[config.mk]
export PLATFORM = sky130hd
export DESIGN_NAME = tiro_nave
export DESIGN_NICKNAME = d
export VERILOG_FILES = /design/src/rtl/tiro_nave.sv
export SDC_FILE = /design/constraint.sdc
export NUM_CORES = 1
export LEC_CHECK = 0
export ABC_CLOCK_PERIOD_IN_PS = 5700
export CORE_ASPECT_RATIO = 1.4
export CORE_MARGIN = 8
export CORE_UTILIZATION = 35
export DETAILED_ROUTE_END_ITERATION = 6
export PLACE_DENSITY_LB_ADDON = 0.05
export SETUP_SLACK_MARGIN = 0.15
export SYNTH_ARGS = -nofsm -noshare
export SYNTH_HDL_FRONTEND = slang
export SYNTH_SLANG_ARGS = --single-unit
[constraint.sdc]
create_clock -name CLOCK_50 -period 5.7 [get_ports CLOCK_50]
set_input_delay 0.855 -clock CLOCK_50 [delete_from_list [all_inputs] [get_ports CLOCK_50]]
set_output_delay 0.855 -clock CLOCK_50 [all_outputs]
set_load 0.005 [all_outputs]
[src/rtl/tiro_nave.sv]
// Ship-projectile controller: launches a single shot from the player ship on a
// fire-button edge, raises it by VEL pixels every motion tick, and retires it
// at the top edge or when an enemy reports a hit. A cooldown of RECARGA_TICKS
// ticks separates a retired shot from the next launch.
//
// Ports:
//   CLOCK_50      in   1   system clock
//   reset         in   1   synchronous active-high full clear
//   reiniciarJogo in   1   synchronous game restart (same effect as reset)
//   pausa         in   1   freezes tick counter, motion, cooldown and launches
//   disparo       in   1   fire button level (synchronised)
//   nave_x/nave_y in   10  ship position, sampled at launch
//   acerto        in   1   OR of enemy hit flags
//   bola_nave_x/y out  10  shot position, parked at (0,0) when idle
//   ativa         out  1   shot in flight
//   disparos      out  8   launches since reset, saturating at 255
module tiro_nave #(
  parameter int unsigned TICK_DIV      = 320000,
  parameter int unsigned VEL           = 4,
  parameter int unsigned OFFSET_X      = 16,
  parameter int unsigned Y_TOPO        = 8,
  parameter int unsigned RECARGA_TICKS = 10
) (
  input  logic       CLOCK_50,
  input  logic       reset,
  input  logic       reiniciarJogo,
  input  logic       pausa,
  input  logic       disparo,
  input  logic [9:0] nave_x,
  input  logic [9:0] nave_y,
  input  logic       acerto,
  output logic [9:0] bola_nave_x,
  output logic [9:0] bola_nave_y,
  output logic       ativa,
  output logic [7:0] disparos
);

  localparam int unsigned POS_W = 10;
  localparam int unsigned CNT_W = (TICK_DIV > 2) ? $clog2(TICK_DIV) : 1;
  localparam int unsigned CD_W  = (RECARGA_TICKS > 2) ? $clog2(RECARGA_TICKS) : 1;
  localparam int unsigned DSP_W = 8;

  typedef enum logic [1:0] {
    OCIOSA  = 2'd0,
    VOANDO  = 2'd1,
    RECARGA = 2'd2
  } estado_t;

  estado_t          state_q, state_d;
  logic [POS_W-1:0] x_q, x_d;
  logic [POS_W-1:0] y_q, y_d;
  logic             ativa_q, ativa_d;
  logic [DSP_W-1:0] disparos_q, disparos_d;
  logic [CNT_W-1:0] cnt_q, cnt_d;
  logic [CD_W-1:0]  cool_q, cool_d;
  logic             disparo_ant_q, disparo_ant_d;

  logic tick_c;
  logic fire_c;

  // Next-state and datapath logic; pausa freezes everything except the edge detector.
  always_comb begin
    state_d       = state_q;
    x_d           = x_q;
    y_d           = y_q;
    ativa_d       = ativa_q;
    disparos_d    = disparos_q;
    cnt_d         = cnt_q;
    cool_d        = cool_q;
    disparo_ant_d = disparo;

    tick_c = !pausa && (cnt_q == CNT_W'(TICK_DIV - 1));
    fire_c = disparo & ~disparo_ant_q;

    if (!pausa) begin
      cnt_d = tick_c ? '0 : cnt_q + CNT_W'(1);

      case (state_q)
        OCIOSA: begin
          if (fire_c) begin
            state_d = VOANDO;
            x_d     = nave_x + POS_W'(OFFSET_X);
            y_d     = nave_y;
            ativa_d = 1'b1;
            if (disparos_q != {DSP_W{1'b1}}) begin
              disparos_d = disparos_q + DSP_W'(1);
            end
          end
        end

        VOANDO: begin
          // A hit wins over a coincident tick; the top check uses the pre-move y.
          if (acerto || (tick_c && (y_q < POS_W'(Y_TOPO + VEL)))) begin
            state_d = RECARGA;
            x_d     = '0;
            y_d     = '0;
            ativa_d = 1'b0;
            cool_d  = '0;
          end else if (tick_c) begin
            y_d = y_q - POS_W'(VEL);
          end
        end

        RECARGA: begin
          if (tick_c) begin
            if (cool_q == CD_W'(RECARGA_TICKS - 1)) begin
              state_d = OCIOSA;
              cool_d  = '0;
            end else begin
              cool_d = cool_q + CD_W'(1);
            end
          end
        end

        default: begin
          state_d = OCIOSA;
          x_d     = '0;
          y_d     = '0;
          ativa_d = 1'b0;
        end
      endcase
    end
  end

  // State register with synchronous clear from reset or game restart.
  always_ff @(posedge CLOCK_50) begin
    if (reset || reiniciarJogo) begin
      state_q       <= OCIOSA;
      x_q           <= '0;
      y_q           <= '0;
      ativa_q       <= 1'b0;
      disparos_q    <= '0;
      cnt_q         <= '0;
      cool_q        <= '0;
      disparo_ant_q <= 1'b0;
    end else begin
      state_q       <= state_d;
      x_q           <= x_d;
      y_q           <= y_d;
      ativa_q       <= ativa_d;
      disparos_q    <= disparos_d;
      cnt_q         <= cnt_d;
      cool_q        <= cool_d;
      disparo_ant_q <= disparo_ant_d;
    end
  end

  assign bola_nave_x = x_q;
  assign bola_nave_y = y_q;
  assign ativa       = ativa_q;
  assign disparos    = disparos_q;

endmodule

# Yosys cells after proc, flatten, opt, wreduce, memory -nomap -nowiden
# Index checks and enable logic that the tools add are counted.
# W data, S select, Z words.
[word_totals]
register_bits = 55
out_inout_bits = 29
in_bits = 26
[op_classes]
add_sub_neg = 5
n_reduce_logical = 12
n_lt_le_gt_ge = 1
muxes = 20
eq_ne = 10
bitwise_logic = 4
[op_table]
columns = ["operator", "n"]
rows = [
  ["$pmux W10 S3", 2],
  ["$mux W10", 5],
  ["$add A19 B1 Y19 const B", 1],
  ["$eq A19 B19 Y1 const B", 1],
  ["$mux W19", 1],
  ["$reduce_and A4 Y1", 4],
  ["$mux W4", 3],
  ["$add A10 B5 Y10 const B", 1],
  ["$lt A10 B4 Y1 const B", 1],
  ["$sub A10 B3 Y10 const B", 1],
  ["$add A8 B1 Y8 const B", 1],
  ["$mux W2", 4],
  ["$ne A2 B2 Y1 const B", 4],
  ["$ne A8 B8 Y1 const B", 1],
  ["$pmux W4 S2", 1],
  ["$pmux W2 S3", 1],
  ["$reduce_and A5 Y1", 1],
  ["$add A4 B1 Y4 const B", 1],
  ["$eq A4 B4 Y1 const B", 1],
  ["$ne A3 B3 Y1 const B", 1],
  ["$not A1 Y1", 3],
  ["$pmux W1 S3", 1],
  ["$eq A2 B1 Y1 const B", 1],
  ["$eq A2 B2 Y1 const B", 1],
  ["other kinds (7)", 10],
]

# Depth between registers and ports, before layout
[depth]
word_depth = 6
mapped_depth = 9

# Worst setup path before layout
# Ideal clock, no wire load.
[synth_path]
path_type = "in2reg"
from = "input port pausa"
to = "register x_q[0] (netlist: bola_nave_x[0])"
t_arrival_ps = 2574
n_path_buf = 3
path_stages = 9
required_ps = 5568
path_slack_ps = 2994
path_cell_list = "clkbuf_1 -> nand4b_4 -> or3_1 -> buf_2 -> o31ai_4 -> nand2_1 -> clkbuf_1 -> nand2_1 -> a21oi_1"
[synth_via]
elab_chain_len = 6
word_cells_on_any_way = 7
classes_between = "eq/ne: 1; bitwise: 1; reduce/logical: 5"
[synth_lines]
columns = ["element", "line_no", "source"]
rows = [
  ["start, declared", "27", "input logic pausa,"],
  ["$logic_not A1 Y1", "-", ""],
  ["$logic_and A1 B1 Y1", "72", "tick_c = !pausa && (cnt_q == CNT_W'(TICK_DIV - 1));"],
  ["$logic_and A1 B1 Y1", "93", "if (acerto || (tick_c && (y_q < POS_W'(Y_TOPO + VEL)))) begin"],
  ["$logic_or A1 B1 Y1", "93", ""],
  ["$ne A2 B2 Y1 (no line)", "-", ""],
  ["$reduce_and A4 Y1 (no line) (*)", "-", ""],
  ["end signal, assigned", "129", "x_q <= '0;"],
  ["end signal, assigned", "138", "x_q <= x_d;"],
  ["end, declared", "50", "logic [POS_W-1:0] x_q, x_d;"],
]
# Every way passes the cells marked *; elsewhere a longest branch is shown, timed or not.
# A chain may end at the register's enable or synchronous reset.

# Final worst setup path
# Same ends and word-level chain as after synthesis.

==> impl_metrics.env <==
export IMPL_status="finished clean"
export IMPL_die_w_um=90.8
export IMPL_grt_antenna_before_repair=0
export IMPL_top_layer="met4"
export IMPL_die_h_um=121
export IMPL_synth_distinct_cells=50
export IMPL_vias_per_cell=4.99
export IMPL_synth_async_reset_ratio_pct=0
export IMPL_hold_violations=0
export IMPL_synth_seq_cells=55
export IMPL_clkTransAtPathRegs_ps=100
export IMPL_firstDrtPassIters=4
export IMPL_coreArea_um2=7700
export IMPL_row_count=38
export IMPL_synth_warnings=0
export IMPL_clk_latency_ps=300
export IMPL_crit_cells=7
export IMPL_nets=416
export IMPL_cts_max_path_buffers=2
export IMPL_place_gp_congestion=0.759
export IMPL_cts_hold_buf=0
export IMPL_post_cts_resized=0
export IMPL_peakVddDrop_v=0.000107
export IMPL_cts_buffers=5
export IMPL_ys_flop_type="dfxtp_1"
export IMPL_synthCells=331
export IMPL_h_tree_depth=2
export IMPL_required_ps=5870
export IMPL_grt_use_total_pct=11.9
export IMPL_port_buffers=54
export IMPL_fp_dieArea_um2=11000
export IMPL_worst_path_max_fanout=13
export IMPL_start_util_pct=35.6
export IMPL_drt_iter0_drc=93
export IMPL_power_density_nw_per_um2=209
export IMPL_met2_length_mm=3.11
export IMPL_cts_root_buf="clkbuf_8"
export IMPL_drt_wl_total_mm=6.42
export IMPL_wl_met1_mm=2.97
export IMPL_slowest_delay_ps=560
export IMPL_antennaDiodeCount=0
export IMPL_clock_sinks=55
export IMPL_reg2reg_depth=8
export IMPL_setup_violations=0
export IMPL_finalSetupTns_ps=0
export IMPL_crit_slowest_cell="clkdlybuf4s50_1"
export IMPL_path_delay_family="simple AND/OR/NAND/NOR gates"
export IMPL_ys_seq_area_share_pct=40.1
export IMPL_grt_overflow_total=0
export IMPL_synth_edff_count=0
export IMPL_crit_arrival_ps=3310
export IMPL_criticalPathCategory="input pin to flip-flop"
export IMPL_fin_worst_skew_ps=6.67
export IMPL_max_clock_freq_ghz=0.319
export IMPL_num_vias=2395
export IMPL_syn_cell_area_um2=2740
export IMPL_fin_util_pct=44.9
export IMPL_ant_nets=0
export IMPL_slew_headroom_pct=39.1
export IMPL_worstMarginPinSlew_ps=913
export IMPL_crit_chain="clkdlybuf4s50_1, nand4b_4, or3_1, o31ai_4, nand2_1, nand2_1, a21oi_1"
export IMPL_cts_setup_buffers=0
export IMPL_min_path_type="flip-flop to flip-flop"
export IMPL_dp_hpwl_mm=4.78
export IMPL_path_buf_inv=1
export IMPL_drc=0
export IMPL_setup_worst_path_start_class="input pin"
export IMPL_cp_common_cell="nand2_1"
export IMPL_syn_avg_cell_area_um2=8.29
export IMPL_rsz0062_at_grt="no"
export IMPL_final_layout_size_suffix_gt1_share_pct=4.74
export IMPL_finalCritPeriodShare_pct=55.1
export IMPL_report_final_slew_viol_count=0
export IMPL_period_needed_ps=3140
export IMPL_critPathCaptureType="flip-flop"
export IMPL_p_leak_nw=1.20
export IMPL_synth_net_count=367
export IMPL_maxCapViolations=0
export IMPL_io_pins=55
export IMPL_routedWlPerCell_um=13.4
export IMPL_grt_max_degree=36
export IMPL_cts_tree="done"
export IMPL_syn_to_final_growth_pct=25.9
export IMPL_grt_pass1_vias=2334
export IMPL_wl_met3_um=276
export IMPL_min_path_cells=2
export IMPL_grt_pass1_wl_mm=11.0
==> routing by layer <==
| layer | vias to the layer above | GRT usage [%] |
|---|---|---|
| met4 | 0 | 4.01 |
| met3 | 9 | 3.04 |
| met5 | - | 0 |
| met1 | 1105 | 14.3 |
| met2 | 43 | 20.1 |
| li1 | 1238 | - |
==> registers in the layout, summed over array words and instances (netlist names) <==
register       count
cnt_q             19
ativa              1
disparo_ant_q      1
state_q            2
bola_nave_y       10
disparos           8
bola_nave_x       10
cool_q             4
==> cell families after synthesis <==
family / count (synthesis) / share of synthesized area (%)
AOI/OAI and AO/OA: 57 / 13.4
muxes: 3 / 1.09
adders and majority gates: 10 / 4.56
and+or+nand+nor: 160 / 29.4
xor gates and xnor gates: 26 / 8.30
buffers and inverters: 20 / 3.19
DFF: 55 / 40.1
==> final cells by class <==
| type | count | area [um^2] |
|---|---|---|
| fill | 821 | 4250 |
| inverter | 8 | 30.0 |
| clock buffer | 6 | 72.6 |
| multi-input combinational | 256 | 1560 |
| clock inverter | 1 | 30.0 |
| tap | 100 | 125 |
| timing repair buffer | 54 | 541 |
| sequential | 55 | 1100 |
==> cells in the mapped netlist, types with 4 or more instances <==
cell type / count / area (um^2)
a21oi_1: 26 / 130
nor2_1: 44 / 165
nor3_1: 7 / 35.0
nand2b_1: 4 / 25.0
and3_1: 5 / 31.3
xnor2_1: 14 / 123
o21ai_0: 9 / 45.0
dfxtp_1: 55 / 1100
nand3_1: 25 / 125
nor2b_1: 4 / 25.0
inv_1: 8 / 30.0
ha_1: 10 / 125
xor2_1: 12 / 105
clkbuf_1: 7 / 26.3
buf_2: 4 / 20.0
nand2_1: 43 / 161
or3_1: 4 / 25.0
==> tightest hold or removal path, delay by kind of cell, from the launching register on <==
family,cells,cell delay [ps]
compound gates,1,50
flops,1,320
simple gates,1,50
==> where the power goes <==
group          internal [W]  switching, W
logic             0.0000382     0.0000372
clock network      0.000129      0.000124
registers          0.000389    0.00000433
total              0.000556      0.000166
==> final timing paths <==
path	start	to	slack [ps]
min	bola_nave_y[0]	bola_nave_y[0]	460
max	pausa	bola_nave_x[0]	2560
max reg2reg	state_q[0]	disparos[6]	3180
min reg2reg	bola_nave_y[0]	bola_nave_y[0]	460
==> metrics by stage <==
stage	hold slack [ps]	total power, W	area [um^2]	cells	setup slack (ps)
5_1_grt	479	0.000761	3450	480	2400
3_3_place_gp	438	0.000479	3350	473	2250
2_1_floorplan	448	0.000443	2740	331	2990
4_1_cts	459	0.000735	3450	480	2540
6_report	458	0.000722	3450	480	2560
3_5_place_dp	445	0.000479	3350	473	2220
==> placed cells by master, fill, tap and decap left out, drive strengths merged, types with 5 or more instances in the layout <==
cell and instances:
inv 8, nor2 44, nor3 8, o21ai 11, and3 5, or3 5, nand2 43, nand3 25
clkbuf 6, ha 10, xnor2 14, clkdlybuf4s50 54, a21oi 27, xor2 12, dfxtp 55
(Power assumes the default switching activity.)
